==> src/rtl/seg_pkg.sv <==
// Shared 7-segment definitions: segment patterns (bit0=a .. bit6=g, bit7=dp) and arbiter state.
package seg_pkg;

  typedef logic [7:0] seg_t;

  typedef enum logic {IDLE, SHOW} state_t;

  localparam seg_t SEG_OFF = 8'h00;
  localparam seg_t SEG_0   = 8'h3F;
  localparam seg_t SEG_1   = 8'h06;
  localparam seg_t SEG_2   = 8'h5B;
  localparam seg_t SEG_3   = 8'h4F;
  localparam seg_t SEG_4   = 8'h66;
  localparam seg_t SEG_5   = 8'h6D;
  localparam seg_t SEG_6   = 8'h7D;
  localparam seg_t SEG_7   = 8'h07;
  localparam seg_t SEG_8   = 8'h7F;
  localparam seg_t SEG_9   = 8'h6F;
  localparam seg_t SEG_A   = 8'h77;
  localparam seg_t SEG_B   = 8'h7C;
  localparam seg_t SEG_C   = 8'h39;
  localparam seg_t SEG_D   = 8'h5E;
  localparam seg_t SEG_E   = 8'h79;
  localparam seg_t SEG_F   = 8'h71;

endpackage

==> src/rtl/hex7seg.sv <==
// Combinational hex digit to 7-segment decoder, dp always off.
// Zero latency, no handshake.
module hex7seg
  import seg_pkg::*;
(
  input  logic [3:0] hex,
  output seg_t       seg
);

  always_comb begin
    seg = SEG_OFF;
    case (hex)
      4'h0: seg = SEG_0;
      4'h1: seg = SEG_1;
      4'h2: seg = SEG_2;
      4'h3: seg = SEG_3;
      4'h4: seg = SEG_4;
      4'h5: seg = SEG_5;
      4'h6: seg = SEG_6;
      4'h7: seg = SEG_7;
      4'h8: seg = SEG_8;
      4'h9: seg = SEG_9;
      4'hA: seg = SEG_A;
      4'hB: seg = SEG_B;
      4'hC: seg = SEG_C;
      4'hD: seg = SEG_D;
      4'hE: seg = SEG_E;
      4'hF: seg = SEG_F;
      default: seg = SEG_OFF;
    endcase
  end

endmodule

==> src/rtl/seg_share_arbiter.sv <==
// Round-robin share of one 7-segment display; winner's digit latched and held HOLD cycles.
// Grant and segments valid one edge after req is sampled; losers simply wait (level-sensitive req).
module seg_share_arbiter
  import seg_pkg::*;
#(
  parameter int NREQ = 4,
  parameter int HOLD = 4
) (
  input  logic                  clk_2,
  input  logic                  reset,
  input  logic [NREQ-1:0]       req,
  input  logic [4*NREQ-1:0]     val,
  output logic [7:0]            seg,
  output logic [3:0]            digit,
  output logic [NREQ-1:0]       gnt,
  output logic                  busy
);

  localparam int PW = (NREQ > 1) ? $clog2(NREQ) : 1;
  localparam int TW = (HOLD > 0) ? $clog2(HOLD + 1) : 1;

  state_t          state_q, state_d;
  logic [PW-1:0]   ptr_q, ptr_d;
  logic [TW-1:0]   timer_q, timer_d;
  logic [NREQ-1:0] gnt_q, gnt_d;
  logic [3:0]      digit_q, digit_d;
  seg_t            seg_q, seg_d;
  logic            busy_q, busy_d;
  logic [PW-1:0]   win;
  seg_t            dec;

  // First requester at or after p, wrapping modulo NREQ.
  function automatic logic [PW-1:0] rr_pick(input logic [NREQ-1:0] r, input logic [PW-1:0] p);
    logic [PW-1:0] w;
    logic          found;
    int            idx;
    w     = p;
    found = 1'b0;
    for (int k = 0; k < NREQ; k++) begin
      idx = (int'(p) + k) % NREQ;
      if (!found && r[idx]) begin
        w     = PW'(idx);
        found = 1'b1;
      end
    end
    return w;
  endfunction

  assign win = rr_pick(req, ptr_q);

  // Decode the value about to be latched so seg is registered alongside digit.
  hex7seg u_dec (
    .hex (digit_d),
    .seg (dec)
  );

  always_comb begin
    state_d = state_q;
    ptr_d   = ptr_q;
    timer_d = timer_q;
    gnt_d   = gnt_q;
    digit_d = digit_q;
    busy_d  = busy_q;
    if (state_q == SHOW && timer_q != '0) begin
      timer_d = timer_q - TW'(1);
    end else if (|req) begin
      state_d = SHOW;
      gnt_d   = NREQ'(1) << win;
      digit_d = val[4*win +: 4];
      busy_d  = 1'b1;
      timer_d = TW'(HOLD - 1);
      ptr_d   = PW'((int'(win) + 1) % NREQ);
    end else begin
      state_d = IDLE;
      gnt_d   = '0;
      digit_d = 4'h0;
      busy_d  = 1'b0;
      timer_d = '0;
    end
    seg_d = busy_d ? dec : SEG_OFF;
  end

  always_ff @(posedge clk_2) begin
    if (reset) begin
      state_q <= IDLE;
      ptr_q   <= '0;
      timer_q <= '0;
      gnt_q   <= '0;
      digit_q <= 4'h0;
      seg_q   <= SEG_OFF;
      busy_q  <= 1'b0;
    end else begin
      state_q <= state_d;
      ptr_q   <= ptr_d;
      timer_q <= timer_d;
      gnt_q   <= gnt_d;
      digit_q <= digit_d;
      seg_q   <= seg_d;
      busy_q  <= busy_d;
    end
  end

  assign seg   = seg_q;
  assign digit = digit_q;
  assign gnt   = gnt_q;
  assign busy  = busy_q;

endmodule
==> config.mk <==
export PLATFORM = sky130hd
export DESIGN_NAME = seg_share_arbiter
export DESIGN_NICKNAME = d
export VERILOG_FILES = /design/src/rtl/seg_pkg.sv /design/src/rtl/hex7seg.sv /design/src/rtl/seg_share_arbiter.sv
export SDC_FILE = /design/constraint.sdc
export NUM_CORES = 1
export LEC_CHECK = 0
export BUFFER_PORTS_ARGS = -buffer_cell sky130_fd_sc_hd__buf_2
export CELL_PAD_IN_SITES_DETAIL_PLACEMENT = 1
export CELL_PAD_IN_SITES_GLOBAL_PLACEMENT = 2
export CORE_UTILIZATION = 27
export DETAILED_ROUTE_END_ITERATION = 7
export GPL_ROUTABILITY_DRIVEN = 0
export PLACE_DENSITY_LB_ADDON = 0.25
export SYNTH_ARGS = -nofsm -noshare
export SYNTH_HDL_FRONTEND = slang
export SYNTH_SLANG_ARGS = --single-unit
==> constraint.sdc <==
create_clock -name clk_2 -period 2.6 [get_ports clk_2]
set_input_delay 0.52 -clock clk_2 [delete_from_list [all_inputs] [get_ports clk_2]]
set_output_delay 0.52 -clock clk_2 [all_outputs]
set_load 0.005 [all_outputs]
==> flow_metrics.py <==
metrics = {
    "placed_design": {
        "dpl.hpwl_um": 2770,
        "dp_cells": 247,
        "io_buffers": 37,
    },
    "yosys": {
        "ys_seq_area_frac": 0.332,
        "syn_area_per_cell_um2": 9.61,
        "synth_top_family_by_area": "compound AO/OA/AOI/OAI gates",
        "async_flop_share": 0,
        "yosys.area_share.xor_xnor": 0,
        "ys_warn_count": 0,
        "synth_edf_count": 0,
        "muxShareOfSynthArea": 0.0755,
        "synthCells": 138,
        "ys.flop_type": "dfxtp_1",
        "synthDistinctLibCells": 42,
        "synth_seq_cells": 22,
        "syn-cell-area_um2": 1330,
        "synth-simple-area-share": 0.189,
        "synth_fa_ha_area_frac": 0.123,
        "synth-compound-area-share": 0.208,
        "syn_nets": 173,
    },
    "power": {
        "pwr_density_cell_nw_per_um2": 776,
        "irDropWorstVdd_mv": 0.234,
        "leakage_nw": 0.838,
        "power_frac_seq": 0.319,
        "p_int_w": 0.000882,
        "clockPowerShare": 0.248,
        "comb_power_share": 0.434,
        "swShare": 0.343,
        "p_switching_w": 0.000460,
    },
    "sta": {
        "hold_slack_ns": 0.457,
        "max_freq_mhz": 420,
        "post-route-period-util": 0.915,
        "slew_viol_final": 0,
        "finClkSkew_ns": 0.0110,
        "fin_crit_ns": 2.38,
        "setup_viol": 0,
        "hold_viol": 0,
    },
    "critical_path": {
        "critical_path_buf_inv_count": 2,
        "cp.required_ns": 2.78,
        "timing.rr.start": "ptr_q[1]",
        "cp_data_arrival_time_ns": 2.56,
        "crit_chain": "or3_1 -> nand4b_2 -> nand2_4 -> mux2i_1 -> mux2i_1 -> a22oi_2 -> inv_1 -> ha_1 -> inv_1 -> nor2_1 -> a21o_1 -> a221oi_2",
        "cp_num_cells": 12,
        "reg2regPathDepth": 12,
        "r2r-end": "seg[6]",
        "cpLargestDelayFamily": "simple AND/OR/NAND/NOR gates",
        "cp_slowest_stage_delay_ns": 0.41,
        "path_class": "register to register",
        "start_kind": "register",
        "cp_slowest_cell": "or3_1",
        "end_kind": "register",
        "crit_path_max_fanout": 6,
        "r2r_slack_ns": 0.22,
    },
    "cts": {
        "clock_latency_ns": 0.27,
        "cts_buffers": 3,
        "cts.reportedPaths.clkPinSlew_ns": 0.09,
        "cts-hold-fix-buffers": 0,
        "clock_path_buffers": 2,
        "clock_sinks": 22,
        "htreeDepth": 1,
        "cts_tree": "done",
        "cts_root_buffer": "clkbuf_8",
        "cts_resized": 0,
    },
    "worst_hold_path": {
        "hold-path-cell-count": 1,
        "hold_path_startpoint": "timer_q[0]",
        "holdPathEnd": "timer_q[0]",
        "hold_class": "register to register",
    },
    "outcome": {
        "status": "completed",
    },
    "layout": {
        "multiInputGateArea_um2": 792,
        "final_common_cell": "buf_2",
        "drive_gt1_frac": 0.351,
        "num_antenna_cells": 0,
        "nFillCells": 572,
        "utilization": 0.366,
        "layout_common_cells": "buf_2, dfxtp_1, nor2_1",
        "fin_cells": 252,
        "area_growth_pct": 30.4,
        "seq_area_um2": 440,
        "nNetsFinal": 221,
    },
    "floorplan": {
        "pin_count": 39,
        "die_y_um": 72.1,
        "dieArea_um2": 5200,
        "initial_core_util": 0.281,
        "design.core.area_um2": 4720,
        "die_w_um": 72.1,
        "row_count": 25,
    },
    "routing": {
        "routed_via_density": 4.72,
        "firstDrtPassIters": 4,
        "dr.first_iter.drc_count": 25,
        "wl_per_cell_um": 13.7,
        "wl_um": 3460,
        "routed-via-count": 1190,
        "drtAntennaViolNets": 0,
        "drc_errors": 0,
    },
    "global_routing": {
        "grt.overflow.total": 0,
        "grt_antenna_before_repair": 0,
        "grt_use_total": 0.144,
        "grt_pass1_vias": 1239,
        "grt_start_max_net_pins": 18,
        "grt_pass1_wl_um": 5830,
    },
    "flow_run": {
        "cap_violations": 0,
    },
}
==> power groups by stage <==
| stage | sequential [W] | combinational (W) | clock (W) |
|---|---|---|---|
| floorplan | 0.000438 | 0.000380 | 0 |
| global placement | 0.000434 | 0.000568 | 0 |
| detailed placement | 0.000435 | 0.000583 | 0 |
| CTS | 0.000428 | 0.000587 | 0.000341 |
| global route | 0.000435 | 0.000652 | 0.000354 |
| finish | 0.000427 | 0.000582 | 0.000332 |
==> final cells by class <==
cell class / count / share of cell area
Clock inverter: 1 / 0.0174
Clock buffer: 3 / 0.0239
Inverter: 11 / 0.0239
Timing Repair Buffer: 49 / 0.174
Multi-Input combinational cell: 99 / 0.458
Tap cell: 67 / 0.0485
Sequential cell: 22 / 0.255
==> logic make-up after synthesis <==
kind of cell / Yosys count
fa+ha+maj: 13
mux: 10
simple gates: 42
compound gates: 33
flops: 22
buf+inv: 17
other cells: 1
==> repair_timing <==
item,4_1_cts,5_1_grt
buffers inserted,0,1
setup endpoints to repair,0,2
hold endpoints to repair,0,0
==> worst max-delay path by stage <==
stage / startpoint / end / slack (ns)
after floorplan: req[2] / seg[3] / 0.09
after global placement: req[2] / seg[3] / 0.05
after detailed placement: req[2] / seg[6] / -0.03
after CTS: ptr_q[1] / seg[6] / 0.20
after global routing: ptr_q[1] / seg[6] / -0.0003
final: ptr_q[1] / seg[6] / 0.22
==> synth_stat cells, drive strengths merged (3+ instances only) <==
library cell	number	area, µm²
dfxtp	22	440
nor2	15	58.8
ha	13	163
inv	11	41.3
mux2i	10	100
a22oi	6	55.1
and2	5	31.3
a221oi	4	47.6
buf	4	45.0
nand2	4	22.5
nor2b	4	25.0
o21ai	4	23.8
a211oi	3	22.5
a21oi	3	15.0
a31oi	3	25.0
nand2b	3	18.8
nor3	3	15.0
==> worst register-to-register path, stage by stage (launching register included) <==
cell and delay, ns:
dfxtp_1 0.38, or3_1 0.41, nand4b_2 0.13, nand2_4 0.08, mux2i_1 0.16, mux2i_1 0.10, a22oi_2 0.18, inv_1 0.12
ha_1 0.21, inv_1 0.07, nor2_1 0.06, a21o_1 0.17, a221oi_2 0.22
==> layer usage <==
layer,global-route usage,wire length [µm],part of all wire,vias up
li1,-,-,-,585
met1,0.171,1510,0.44,577
met2,0.251,1780,0.52,20
met3,0.0194,74,0.021,8
met4,0.0763,83,0.024,0
met5,0,0,0,-
==> state kept, by name (all words and copies together), names as in the netlist <==
register,count
busy,1
digit,4
gnt,4
ptr_q,2
seg,7
state_q,1
timer_q,3
==> stage by stage <==
| stage | setup WS (ns) | power (W) | cell area, µm² | setup TNS (ns) |
|---|---|---|---|---|
| floorplan | 0.0947 | 0.000818 | 1330 | 0 |
| global placement | 0.0454 | 0.00100 | 1650 | 0 |
| detailed placement | -0.0299 | 0.00102 | 1650 | -0.0348 |
| CTS | 0.197 | 0.00136 | 1720 | 0 |
| global route | -0.000337 | 0.00144 | 1730 | -0.000337 |
| finish | 0.221 | 0.00134 | 1730 | 0 |
No activity file was read; power rests on OpenSTA's default activity.
